<file path="src/rtl/fifo_stream_reader.sv">
// fifo_stream_reader: read-side FIFO consumer presenting popped words as a valid/ready stream
//
// Ports:
//   rclk_i       read-domain clock, rising edge
//   rrst_i       synchronous active-high reset
//   enable_i     permits popping the FIFO
//   rempty_i     FIFO empty flag
//   rdata_i      FIFO read data, valid whenever rempty_i=0
//   rinc_o       FIFO pop strobe (combinational)
//   m_data_o     stream data (head of skid buffer)
//   m_valid_o    stream valid
//   m_ready_i    stream ready from downstream
//   m_last_o     final word of a burst
//   words_out_o  count of completed stream transfers (wrapping)
//   busy_o       high whenever the FSM is not IDLE
module fifo_stream_reader #(
    parameter int DSIZE     = 8,
    parameter int BURST_LEN = 4,
    parameter int CNT_W     = 16
) (
    input  logic             rclk_i,
    input  logic             rrst_i,
    input  logic             enable_i,
    input  logic             rempty_i,
    input  logic [DSIZE-1:0] rdata_i,
    output logic             rinc_o,
    output logic [DSIZE-1:0] m_data_o,
    output logic             m_valid_o,
    input  logic             m_ready_i,
    output logic             m_last_o,
    output logic [CNT_W-1:0] words_out_o,
    output logic             busy_o
);
    localparam int PW = BURST_LEN > 1 ? $clog2(BURST_LEN) : 1;
    localparam logic [PW-1:0] LAST_IDX = PW'(BURST_LEN - 1);

    typedef enum logic [1:0] {IDLE, RUN, DRAIN} state_t;

    state_t           state_q, state_d;
    logic [1:0]       occ_q, occ_d;
    logic [DSIZE-1:0] head_data_q, head_data_d;
    logic             head_last_q, head_last_d;
    logic [DSIZE-1:0] skid_data_q, skid_data_d;
    logic             skid_last_q, skid_last_d;
    logic [PW-1:0]    push_idx_q, push_idx_d;
    logic [CNT_W-1:0] words_q, words_d;
    logic             push, pop, tag_last;

    // Gating on occupancy (not on m_ready) keeps the pop path free of any
    // combinational dependence on the downstream consumer.
    assign rinc_o      = enable_i & ~rempty_i & (occ_q < 2'd2) & ~rrst_i;
    assign push        = rinc_o;
    assign pop         = m_valid_o & m_ready_i;
    assign tag_last    = push_idx_q == LAST_IDX;
    assign m_valid_o   = occ_q != 2'd0;
    assign m_data_o    = head_data_q;
    assign m_last_o    = head_last_q;
    assign words_out_o = words_q;
    assign busy_o      = state_q != IDLE;

    always_comb begin
        head_data_d = head_data_q;
        head_last_d = head_last_q;
        skid_data_d = skid_data_q;
        skid_last_d = skid_last_q;
        occ_d       = occ_q + {1'b0, push} - {1'b0, pop};
        // Full buffer never pushes, so only the skid-to-head shift applies.
        // Otherwise a new word lands at head when the buffer is or becomes
        // empty of older words, else behind the head in the skid slot.
        if (occ_q == 2'd2) begin
            if (pop) begin
                head_data_d = skid_data_q;
                head_last_d = skid_last_q;
            end
        end else if (push) begin
            if (occ_q == 2'd0 || pop) begin
                head_data_d = rdata_i;
                head_last_d = tag_last;
            end else begin
                skid_data_d = rdata_i;
                skid_last_d = tag_last;
            end
        end
        push_idx_d = push ? (tag_last ? '0 : push_idx_q + 1'b1) : push_idx_q;
        words_d    = words_q + CNT_W'(pop);
    end

    always_comb begin
        state_d = state_q;
        case (state_q)
            IDLE:    state_d = enable_i ? RUN : IDLE;
            RUN:     state_d = enable_i ? RUN : (occ_d != 2'd0 ? DRAIN : IDLE);
            DRAIN:   state_d = enable_i ? RUN : (occ_d == 2'd0 ? IDLE : DRAIN);
            default: state_d = IDLE;
        endcase
    end

    always_ff @(posedge rclk_i) begin
        if (rrst_i) begin
            state_q     <= IDLE;
            occ_q       <= '0;
            head_data_q <= '0;
            head_last_q <= 1'b0;
            skid_data_q <= '0;
            skid_last_q <= 1'b0;
            push_idx_q  <= '0;
            words_q     <= '0;
        end else begin
            state_q     <= state_d;
            occ_q       <= occ_d;
            head_data_q <= head_data_d;
            head_last_q <= head_last_d;
            skid_data_q <= skid_data_d;
            skid_last_q <= skid_last_d;
            push_idx_q  <= push_idx_d;
            words_q     <= words_d;
        end
    end
endmodule

</file>
<file path="config.mk">
export PLATFORM = sky130hd
export DESIGN_NAME = fifo_stream_reader
export DESIGN_NICKNAME = d
export VERILOG_FILES = /design/src/rtl/fifo_stream_reader.sv
export SDC_FILE = /design/constraint.sdc
export NUM_CORES = 1
export LEC_CHECK = 0
export ABC_AREA = 0
export ABC_CLOCK_PERIOD_IN_PS = 5780
export BUFFER_PORTS_ARGS = -buffer_cell sky130_fd_sc_hd__buf_2
export CAP_MARGIN = 15
export CORE_ASPECT_RATIO = 0.6
export CORE_MARGIN = 5
export CORE_UTILIZATION = 25
export DETAILED_ROUTE_END_ITERATION = 10
export HOLD_SLACK_MARGIN = 0.12
export PLACE_DENSITY_LB_ADDON = 0.08
export SLEW_MARGIN = 20
export SYNTH_ARGS = -nofsm -noshare
export SYNTH_HDL_FRONTEND = slang
export SYNTH_SLANG_ARGS = --single-unit
</file>
<file path="constraint.sdc">
create_clock -name rclk_i -period 5.78 [get_ports rclk_i]
set_input_delay 0.578 -clock rclk_i [delete_from_list [all_inputs] [get_ports rclk_i]]
set_output_delay 0.578 -clock rclk_i [all_outputs]
set_load 0.005 [all_outputs]
</file>
==> impl_metrics.yaml <==
clocking:
  numCtsBuffers: 5
  post-cts-setup-buffers: 0
  htreeDepth: 2
  cts_root_buf: "clkbuf_16"
  cts_resized: 0
  clock_path_buffers: 2
  path_clk_slew_ps: 60
  cts_tree: "yes"
  cts_hold_buffers: 0
  clock-sinks: 40
  clk_latency_ps: 280
cells_and_area:
  syn2layout_area_growth_pct: 23.83
  seq_area_sq_um: 800.8
  nets: 252
  multi_input_area_sq_um: 905.9
  antennaDiodeCount: 0
  fillerInstances: 715
  post-route-util_pct: 32.40
  drive_gt1_share_pct: 25.11
  stdcell_count: 322
global_route:
  grt_pass1_wl_um: 7534
  first_global_vias: 1397
  grt.total_usage_pct: 10.79
  grt_overflow: 0
  grt_antenna_before_repair: 0
  grt_max_degree: 44
worst_setup_path:
  cp-start-kind: "input port"
  crit_family: "buffers and inverters"
  crit_path_frequent_cell: "buf_2"
  path_cells: "buf_2, nor4b_2, buf_4, buf_2"
  crit_arrival_ps: 1680
  worst-path-buf-inv: 3
  setup.worst_path.class: "input port to output pin"
  cp_max_fo: 43
  critical_path.max_stage_delay_ps: 620
  crit_slowest_cell: "buf_2"
  endpoint_kind: "output pin"
  cp.required_ps: 5200
sta:
  min_period_over_period_pct: 39.15
  finalClockSkew_ps: 5.994
  drv_slew: 0
  period_needed_ps: 2263
  fmax_mhz: 441.9
  tns_ps: 0
  relSlewSlack_pct: 35.72
  final.setup.worst_slack_ps: 3517
  worst_slew_pin_slew_ps: 960.9
  rsz0062_at_grt: "no"
  finalSetupViolations: 0
  finalHoldViolCount: 0
logic_synthesis:
  post-synth-top-area-fraction_pct: 45.26
  yosysSeqAreaShare_pct: 45.26
  synth_fa_ha_area_share_pct: 3.536
  async_flop_share_pct: 0
  synthCells: 194
  ys.flop_type: "dfxtp_1"
  synth_area_sq_mm: 0.001769
  synthMostInstantiatedCell: "dfxtp_1"
  synth-simple-area-share_pct: 23.76
  syn_nets: 212
  synth_top_family_by_area: "simple AND/OR/NAND/NOR gates"
  ys_top_cells_by_area: "dfxtp_1, mux2i_1, nor2_1"
  yosys-mux-area-fraction_pct: 6.223
  synth-xor-area-share_pct: 6.436
  yosysWarnings: 0
  yosys-top-cells-count: "dfxtp_1, nor2_1, nand2_1"
  synth_seq_cells: 40
  synth-edff-count: 0
  avgSynthCellArea_sq_um: 9.120
  yosysTopAreaCell: "dfxtp_1"
  synth_compound_gate_area_share_pct: 11.24
  ys_types: 34
drt:
  wire_per_inst_um: 13.80
  final_antenna_net_count: 0
  drc: 0
  first_pass_iters: 4
  viasPerCell: 4.457
  routed_wl_um: 4443
  num_vias: 1435
  first_iter_violations: 108
worst_hold_path:
  hold_class: "flip-flop to flip-flop"
pwr:
  p_leak_nw: 0.9396
  switching_power_uw: 214.8
  p_per_area_mw_per_mm2: 346.6
  p_int_uw: 544.5
  p_comb_share_pct: 21.6
  power_frac_clock_pct: 36.6
  switching_share_pct: 28.28
  peakVddDrop_mv: 0.1109
  sequentialPowerShare_pct: 41.8
  power.total_uw: 759.3
placement:
  port_buffers: 40
  dp_hpwl_um: 3243
  place_ws_ps: 3270
  place_inst: 314
  gp_congestion: 0.7077
floorplanning:
  start_util_pct: 26.16
  die_y_um: 75.16
  core_sq_mm: 0.006763
  die-area_sq_mm: 0.008914
  die-width_um: 118.6
  rows: 23
  ios: 41
job:
  cap_violations: 0
status:
  outcome: "completed"
==> metal layers <==
layer  track usage [%]  vias up  routed length [um]
met2             13.32       29                1504
met5                 0        -                   0
met1             16.87      651                2673
met3             4.054        2                 238
met4             2.642        0                  27
li1                  -      753                   -
==> worst paths after layout <==
path                            startpoint              end  slack, ps  cells past startpoint
worst min register to register  state_q[1]       state_q[0]        440                      1
worst max register to register    occ_q[1]  words_out_o[12]       3530                      8
worst min-delay path            state_q[1]       state_q[0]        440                      1
worst max-delay path                rrst_i           rinc_o       3520                      4
==> logic make-up (layout without fill, tap and decap cells) <==
logic type               count (synthesis)  count (layout)
AO/OA/AOI/OAI                           27              27
XOR/XNOR                                13              13
adder cells (fa/ha/maj)                  5               5
buffers and inverters                   12              53
flip-flops                              40              40
multiplexers                            11              11
AND/OR/NAND/NOR                         86              86
==> flip-flops by register name, indices dropped and copies added, names as in the netlist <==
name	count
words_out_o	16
push_idx_q	2
skid_data_q	8
m_data_o	8
state_q	2
m_last_o	1
skid_last_q	1
occ_q	2
==> power groups by stage <==
stage	combinational (mW)	clock, mW	sequential [mW]
floorplan	0.117	0	0.317
CTS	0.167	0.290	0.318
global placement	0.164	0	0.324
finish	0.164	0.278	0.317
detailed placement	0.165	0	0.323
global route	0.187	0.302	0.321
==> cells in the final DEF (no fill, tap or decap), types with 2 or more instances in the layout <==
master,Yosys,layout
buf_2,2,40
nor2_1,27,27
xor2_1,5,5
buf_4,0,2
nor3_1,4,4
clkbuf_16,0,5
mux2i_1,11,11
dfxtp_1,40,40
ha_1,5,5
a31o_2,2,2
xnor2_1,8,8
nand3_1,12,12
or2_2,2,2
nand2b_1,2,2
nand4_1,4,4
nor4_1,2,2
clkinv_2,0,2
a211oi_1,8,8
inv_1,3,3
nand2_1,20,20
nor2b_1,5,5
a21oi_1,13,13
==> per-stage QoR <==
stage	instance area, sq um	hold slack (ps)
after global placement	2042	446.3
final	2191	437.0
after floorplan	1769	418.4
after detailed placement	2042	435.9
after global routing	2191	459.9
after CTS	2191	443.4
==> final cells by class <==
class                      instances  share of cell area, %
multi-input combinational        142                  41.35
sequential                        40                  36.55
timing repair buffer              42                  9.823
clock buffer                       6                  6.339
tap                               87                  4.969
inverter                           3                 0.5140
clock inverter                     2                 0.4569
No activity file was read; power rests on OpenSTA's default activity.
